`config.mk`:
```
export PLATFORM = sky130hd
export DESIGN_NAME = spi_accel_sequencer
export DESIGN_NICKNAME = d
export VERILOG_FILES = /design/src/rtl/spi_accel_sequencer.sv
export SDC_FILE = /design/constraint.sdc
export NUM_CORES = 1
export LEC_CHECK = 0
export BUFFER_PORTS_ARGS = -buffer_cell sky130_fd_sc_hd__buf_4
export CAP_MARGIN = 40
export CORE_ASPECT_RATIO = 0.6
export CORE_MARGIN = 3
export CORE_UTILIZATION = 55
export CTS_CLUSTER_DIAMETER = 120
export DETAILED_ROUTE_END_ITERATION = 10
export PLACE_DENSITY = 0.8
export SYNTH_ARGS = -nofsm -noshare
export SYNTH_HDL_FRONTEND = slang
export SYNTH_SLANG_ARGS = --single-unit
```
`constraint.sdc`:
```
create_clock -name HCLK -period 4 [get_ports HCLK]
set_input_delay 0.6 -clock HCLK [delete_from_list [all_inputs] [get_ports HCLK]]
set_output_delay 0.6 -clock HCLK [all_outputs]
set_load 0.03 [all_outputs]
```
`src/rtl/spi_accel_sequencer.sv`:
```
// rtl/spi_accel_sequencer.sv - AHB-Lite accelerometer burst-read sequencer over a byte SPI engine
// Optional interrupt output and CTRL.IE bit: define SEQ_IRQ_EN.
module spi_accel_sequencer #(
  parameter logic [7:0] CMD_READ   = 8'h0B,
  parameter logic [7:0] START_ADDR = 8'h0E,
  parameter int         CS_GAP     = 4
) (
  input  logic        HCLK,
  input  logic        HRESETn,
  input  logic        HSEL,
  input  logic        HREADY,
  input  logic        HWRITE,
  input  logic [1:0]  HTRANS,
  input  logic [31:0] HADDR,
  input  logic [31:0] HWDATA,
  output logic [31:0] HRDATA,
  output logic        HREADYOUT,
`ifdef SEQ_IRQ_EN
  output logic        irq,
`endif
  output logic [7:0]  spi_txdin,
  output logic        spi_txgo,
  input  logic        spi_txrdy,
  input  logic [7:0]  spi_rxdout,
  output logic        acc_ssn
);

  localparam logic [7:0] GAP_LAST = 8'(CS_GAP - 1);

  typedef enum logic [2:0] {
    S_IDLE, S_CS_SETUP, S_SEND, S_WAIT_LO, S_WAIT_HI, S_CAPTURE, S_CS_HOLD, S_DONE
  } state_t;

  state_t       state, state_d;
  logic [2:0]   idx, idx_d;
  logic [7:0]   gap_cnt, gap_d;
  logic         ssn_d, go_d, cap, done;
  logic [7:0]   din_d, tx_byte;
  logic [5:0][7:0] shadow;

  logic         ap_valid, ap_write;
  logic [2:0]   ap_addr;
  logic         wr_ctrl, wr_period, wr_status;
  logic         ctrl_en, ctrl_ie, en_q, start_req;
  logic [23:0]  period, tmr;
  logic         tmr_load, timer_trig, trigger, busy;
  logic         new_flag, ovr_flag;
  logic [15:0]  x_reg, y_reg, z_reg, count;
  logic         unused_bits;

  assign unused_bits = &{HADDR[31:5], HADDR[1:0], HTRANS[0], HWDATA[31:24]};
  assign HREADYOUT   = 1'b1;

  // Address phase capture; the write itself lands in the following data phase.
  always_ff @(posedge HCLK or negedge HRESETn) begin
    if (!HRESETn) begin
      ap_valid <= 1'b0;
      ap_write <= 1'b0;
      ap_addr  <= 3'd0;
    end else if (HREADY) begin
      ap_valid <= HSEL & HTRANS[1];
      ap_write <= HWRITE;
      ap_addr  <= HADDR[4:2];
    end
  end

  assign wr_ctrl   = ap_valid & ap_write & (ap_addr == 3'd0);
  assign wr_period = ap_valid & ap_write & (ap_addr == 3'd1);
  assign wr_status = ap_valid & ap_write & (ap_addr == 3'd2);

  always_ff @(posedge HCLK or negedge HRESETn) begin
    if (!HRESETn) begin
      ctrl_en   <= 1'b0;
      en_q      <= 1'b0;
      start_req <= 1'b0;
      period    <= 24'd0;
    end else begin
      en_q      <= ctrl_en;
      start_req <= wr_ctrl & HWDATA[1];
      if (wr_ctrl)   ctrl_en <= HWDATA[0];
      if (wr_period) period  <= HWDATA[23:0];
    end
  end

`ifdef SEQ_IRQ_EN
  always_ff @(posedge HCLK or negedge HRESETn) begin
    if (!HRESETn) begin
      ctrl_ie <= 1'b0;
      irq     <= 1'b0;
    end else begin
      if (wr_ctrl) ctrl_ie <= HWDATA[2];
      irq <= new_flag & ctrl_ie;
    end
  end
`else
  assign ctrl_ie = 1'b0;
`endif

  // Reload with PERIOD-1 after a trigger so consecutive triggers are exactly PERIOD apart.
  assign tmr_load   = (ctrl_en & ~en_q) | wr_period;
  assign timer_trig = ctrl_en & (period != 24'd0) & (tmr == 24'd0) & ~tmr_load;
  assign trigger    = start_req | timer_trig;
  assign busy       = (state != S_IDLE);

  always_ff @(posedge HCLK or negedge HRESETn) begin
    if (!HRESETn)
      tmr <= 24'd0;
    else if (tmr_load)
      tmr <= wr_period ? HWDATA[23:0] : period;
    else if (timer_trig)
      tmr <= period - 24'd1;
    else if (ctrl_en && tmr != 24'd0)
      tmr <= tmr - 24'd1;
  end

  always_comb begin
    case (idx)
      3'd0:    tx_byte = CMD_READ;
      3'd1:    tx_byte = START_ADDR;
      default: tx_byte = 8'h00;
    endcase
  end

  always_ff @(posedge HCLK or negedge HRESETn) begin
    if (!HRESETn) begin
      state     <= S_IDLE;
      idx       <= 3'd0;
      gap_cnt   <= 8'd0;
      acc_ssn   <= 1'b1;
      spi_txgo  <= 1'b0;
      spi_txdin <= 8'h00;
    end else begin
      state     <= state_d;
      idx       <= idx_d;
      gap_cnt   <= gap_d;
      acc_ssn   <= ssn_d;
      spi_txgo  <= go_d;
      spi_txdin <= din_d;
    end
  end

  always_comb begin
    state_d = state;
    idx_d   = idx;
    gap_d   = gap_cnt;
    ssn_d   = acc_ssn;
    go_d    = 1'b0;
    din_d   = spi_txdin;
    cap     = 1'b0;
    done    = 1'b0;
    case (state)
      S_IDLE: begin
        ssn_d = 1'b1;
        if (trigger) begin
          ssn_d   = 1'b0;
          idx_d   = 3'd0;
          gap_d   = 8'd0;
          state_d = S_CS_SETUP;
        end
      end
      S_CS_SETUP: begin
        if (gap_cnt == GAP_LAST) state_d = S_SEND;
        else                     gap_d   = gap_cnt + 8'd1;
      end
      S_SEND: begin
        if (spi_txrdy) begin
          go_d    = 1'b1;
          din_d   = tx_byte;
          state_d = S_WAIT_LO;
        end
      end
      S_WAIT_LO: if (!spi_txrdy) state_d = S_WAIT_HI;
      S_WAIT_HI: if (spi_txrdy)  state_d = S_CAPTURE;
      S_CAPTURE: begin
        cap   = (idx >= 3'd2);
        idx_d = idx + 3'd1;
        if (idx == 3'd7) begin
          gap_d   = 8'd0;
          state_d = S_CS_HOLD;
        end else begin
          state_d = S_SEND;
        end
      end
      S_CS_HOLD: begin
        if (gap_cnt == GAP_LAST) begin
          ssn_d   = 1'b1;
          state_d = S_DONE;
        end else begin
          gap_d = gap_cnt + 8'd1;
        end
      end
      S_DONE: begin
        done    = 1'b1;
        state_d = S_IDLE;
      end
      default: state_d = S_IDLE;
    endcase
  end

  // Results publish together in DONE so software never sees a torn sample.
  always_ff @(posedge HCLK or negedge HRESETn) begin
    if (!HRESETn) begin
      shadow   <= '0;
      x_reg    <= 16'd0;
      y_reg    <= 16'd0;
      z_reg    <= 16'd0;
      count    <= 16'd0;
      new_flag <= 1'b0;
      ovr_flag <= 1'b0;
    end else begin
      if (cap) shadow[3'(idx - 3'd2)] <= spi_rxdout;
      if (done) begin
        x_reg <= {shadow[1], shadow[0]};
        y_reg <= {shadow[3], shadow[2]};
        z_reg <= {shadow[5], shadow[4]};
        count <= count + 16'd1;
      end
      if (done)                        new_flag <= 1'b1;
      else if (wr_status && HWDATA[1]) new_flag <= 1'b0;
      if (trigger && busy)             ovr_flag <= 1'b1;
      else if (wr_status && HWDATA[2]) ovr_flag <= 1'b0;
    end
  end

  always_comb begin
    HRDATA = 32'd0;
    if (ap_valid && !ap_write) begin
      case (ap_addr)
        3'd0:    HRDATA = {29'd0, ctrl_ie, 1'b0, ctrl_en};
        3'd1:    HRDATA = {8'd0, period};
        3'd2:    HRDATA = {29'd0, ovr_flag, new_flag, busy};
        3'd3:    HRDATA = {{16{x_reg[15]}}, x_reg};
        3'd4:    HRDATA = {{16{y_reg[15]}}, y_reg};
        3'd5:    HRDATA = {{16{z_reg[15]}}, z_reg};
        3'd6:    HRDATA = {16'd0, count};
        default: HRDATA = 32'd0;
      endcase
    end
  end

endmodule

```
Word-level counts from Yosys, hierarchy flattened
Cells that the tools add are included.
Widths: inputs -> output; s select.

word-level totals
  flip-flop bits (word level) = 194
  input bits = 80
  output and inout port bits = 43

cells by class
  add/sub/neg operators = 6
  order comparisons = 3
  equal/unequal tests = 24
  multiplexer cells = 35
  bitwise gates (word level) = 14
  reduce and logical (&&, ||, !) cells = 26

operators by type and width
  operator               number
  $pmux 32 s7            1
  $mux 24                4
  $bwmux 48              1
  $reduce_bool 24->1     2
  $sub 24x1->24 const B  2
  $mux 32                1
  $mux 8                 4
  $demux 8 s3            1
  $eq 3x3->1 const B     8
  $logic_not 24->1       1
  $mux 3                 8
  $pmux 3 s8             1
  $pmux 8 s3             1
  $add 16x1->16 const B  1
  $ne 2x2->1 const B     8
  $eq 3x2->1 const B     4
  $and 1x1->1            10
  $mux 1                 10
  $eq 3x1->1 const B     3
  $logic_not 3->1        3
  $reduce_bool 3->1      3
  $add 8x1->8 const B    1
  $eq 8x2->1 const B     1
  $pmux 4 s2             1
  other kinds (16)       28

Depth between registers and ports, before layout
  word-level depth = 8
  depth in mapped cells = 16
  gate-level depth less buffers = 13

Worst setup path after synthesis
No wires, ideal clock.

  path kind = reg-to-reg
  from = reg period[5]
  to = reg tmr[18]
  library setup time = 0.065 ns
  arrival time = 3.589 ns
  required time = 3.935 ns
  setup slack = 0.347 ns
  cell stages (with the launch flop) = 16
  clock period less this slack = 3.653 ns
  cell sequence = dfrtp_1 > or4_4 > nor4_4 > nand4_2 > and2_4 > buf_6 > buf_2 > a21oi_1 > ha_1 > nor3b_1 > nand3_1 > nor3_1 > o41ai_2 > a2111o_1 > nand4_1 > o21a_1

on the way
  word-level cells in the longest chain between the ends = 6
  elaborated cells on any way between the ends = 8
  classes of those cells = add/sub (1); mux (2); bitwise (3); reduce/logical (2)

ends and longest elaborated chain
  element                                                                line  text
  from (decl)                                                            45    logic [23:0] period, tmr;
  from (signal assigned)                                                 81    if (wr_period) period <= HWDATA[23:0];
  parallel branches: the longest is 6 deep, another holds $sub 24x1->24  -
  to (signal assigned)                                                   109   tmr <= wr_period ? HWDATA[23:0] : period;
  to (signal assigned)                                                   111   tmr <= period - 24'd1;
  to (signal assigned)                                                   113   tmr <= tmr - 24'd1;
  to (decl)                                                              45

Several ways; the timed one is not identified.
A chain may end at the register's enable or synchronous reset.

Worst setup path after layout
  from = reg period[8]
  to = reg tmr[18]

Same word-level chain as after synthesis.

==> results.toml <==
[power_and_ir_drop]
combinationalPowerShare_pct = 29.0
peakVddDrop_v = 0.000302
power_density_nw_per_um2 = 559
swShare_pct = 37.1
switchingPower_mw = 2.32
pwr-share-clk_pct = 26.9
internal_power_mw = 3.93
seq_power_share_pct = 44.1
p_leak_nw = 5.29

[global_route]
grt_first_pass_wirelength_um = 42500
grt_overflow_total = 0
grt_max_degree = 101
grt_pass1_vias = 7683
gr-usage-all-layers_pct = 28.9
antenna_found_initial = 0

[final_layout]
reg_top3 = "shadow: 48 flops, period: 24 flops, tmr: 24 flops"
regMostFlops = "shadow"
diodes = 0
fin_nets = 1164
area_growth_pct = 15.8
final_common_cell = "nand2_1"
drive_above_1_share_pct = 23.6
largest_reg_flops = 48
mostFrequentLayoutCells = "217 x nand2_1, 188 x dfrtp_1, 115 x buf_4"
nFillCells = 1317
seq_area_um2 = 4730
multi_input_area_um2 = 4580

[synthesis]
yosys.area.top_type = "dfrtp_1"
yosysTopAreaCellShare_pct = 48.8
ys_ff_latch = 189
synth_area_um2 = 9640
yosysWarnings = 0
synth-main-ff-cell = "dfrtp_1"
synth_cells = 1002
async_reset_ff_share_pct = 100
yosys-top-cells-area = "dfrtp_1 49%, mux2_2 11%, nand2_1 8.4%, o21ai_0 2.9%, nor2_1 2.5%"
yosysSeqAreaShare_pct = 49.1
synth.avg_cell_area_um2 = 9.62
ys_types = 75
synth-edff-count = 0

[placed_design]
gp_congestion = 0.996
io_buffers = 79
hpwl_um = 18400

[clocking]
cts_made_buffers = 17
cts_tree = "done"
cts.sinks = 189
post_cts_buffers = 0
root_buffer = "clkbuf_16"
clk_pin_slew_ps = 80
cts.htree.levels = 4
worstSkewPairLatency_ps = 440
clock_path_buffers = 2

[worst_setup_path]
critical_path_required_ps = 4370
crit_fanout = 7
crit_type = "reg -> reg"
critPathCaptureType = "register"
start_kind = "register"
worst_ep_arrival_time_ps = 4220

[floorplanning]
initial_core_util_pct = 57.7
die_width_um = 177
dieArea_um2 = 19200
io_pins = 123
rows = 36
die_height_um = 109
core_area_um2 = 16700

[sta]
achievable-frequency_mhz = 260
finalHoldViolCount = 0
fin_tns_setup_ps = 0
setup_viol = 0
fin_skew_ps = 17.2
slew_violations = 0
finalCritPeriodShare_pct = 96.1
period_needed_ps = 3840
tightest_slew_ps = 904
rsz0062_at_grt = "no"
max-slew-margin-rel_pct = 39.5
hold_ws_ps = 412

[outcome]
status = "finished clean"

[routing]
route.detailed.drc = 0
drt-vias-per-instance = 6.18
first_pass_iters = 6
routedWlPerCell_um = 20.5
vias = 8141
finalWirelength_um = 27000
drt_iter0_drc = 1072
final_antenna_net_count = 0

[flow_run]
drv.max_cap_violation_count = 0

[hold_path]
hold_class = "in -> reg"
-- metal layers --
metal	GRT usage (%)	wire [um]	part of all wire, %
met1	44.7	12200	45
met2	40.2	11300	42
met3	8.28	3240	12
met4	6.05	310	1.1
met5	0	0	0
-- Yosys cell counts, drive strengths merged, types with 7 or more instances --
library cell and number:
nand2 217, dfrtp 188, mux2 90, nor2 65, o21ai 57, clkbuf 43, a21oi 37, nand3 26
nor3 24, buf 23, nor4 17, a21o 15, inv 15, a22o 13, a222oi 12, xnor2 11
or3 10, nand4 8, nor2b 8, or4 8, a31oi 7, ha 7, mux2i 7
-- through the flow --
| stage | total power [mW] | area [um^2] | instances | utilization (%) | setup WS (ps) |
|---|---|---|---|---|---|
| 2_1_floorplan | 3.86 | 9650 | 1005 | - | 347 |
| 3_3_place_gp | 4.44 | 10500 | 1282 | 63.0 | 430 |
| 3_5_place_dp | 4.51 | 10600 | 1285 | 63.3 | 264 |
| 4_1_cts | 6.21 | 11200 | 1318 | 66.8 | 193 |
| 5_1_grt | 6.57 | 11200 | 1318 | 66.8 | 6.42 |
| 6_report | 6.25 | 11200 | 1318 | 66.8 | 158 |
-- layout make-up --
class,count,share of cell area (%)
clock buffer,22,4.25
clock inverter,10,0.919
inverter,15,0.504
multi-input combinational,735,41.0
sequential,189,42.4
tap,228,2.55
timing repair buffer,119,8.37
-- power groups by stage --
stage / Sequential (mW) / Clock (mW) / Combinational, mW
6_report: 2.76 / 1.68 / 1.81
4_1_cts: 2.73 / 1.70 / 1.78
3_3_place_gp: 2.74 / 0 / 1.70
5_1_grt: 2.82 / 1.77 / 1.99
2_1_floorplan: 2.62 / 0 / 1.23
3_5_place_dp: 2.75 / 0 / 1.76
-- worst paths after layout --
check	start	endpoint	slack, ps	cells past startpoint
max	period[8]$_DFF_PN0_	tmr[18]$_DFFE_PN0P_	160	13
min	HADDR[4]	ap_addr[2]$_DFFE_PN0P_	410	2
max reg2reg	period[8]$_DFF_PN0_	tmr[18]$_DFFE_PN0P_	160	13
min reg2reg	shadow[20]$_DFFE_PN0P_	y_reg[4]$_DFFE_PN0P_	470	2
max in group asynchronous	HRESETn	ap_write$_DFFE_PN0P_	2400	4
min in group asynchronous	HRESETn	z_reg[3]$_DFFE_PN0P_	560	2
-- repair_timing --
action	in CTS	in global routing
endpoints found under the hold margin	9	0
gates resized for setup	0	2
setup endpoints to repair	0	3
hold buffers	1	0
-- critical path: stages, from the launching register on --
cell      delay, ps
dfrtp_1         470
or4_1           620
nor4_4          330
nand4_2         160
and2_4          190
a21oi_1         190
ha_1            230
nor3b_1         280
nand3_1         280
nor3_2          290
o41ai_2         160
a2111o_1        380
nand4_1          90
o21a_1          120
-- kinds of logic after synthesis --
kind of cell,Yosys count,share of synthesized area [%]
AND/OR/NAND/NOR,410,19.3
XOR/XNOR,15,1.36
AO/OA/AOI/OAI,201,14.2
other,2,0.0779
buffers and inverters,81,3.87
flip-flops,189,49.1
adder cells (fa/ha/maj),7,0.908
multiplexers,97,11.2
Note: power is estimated with default switching activity, not from simulation.
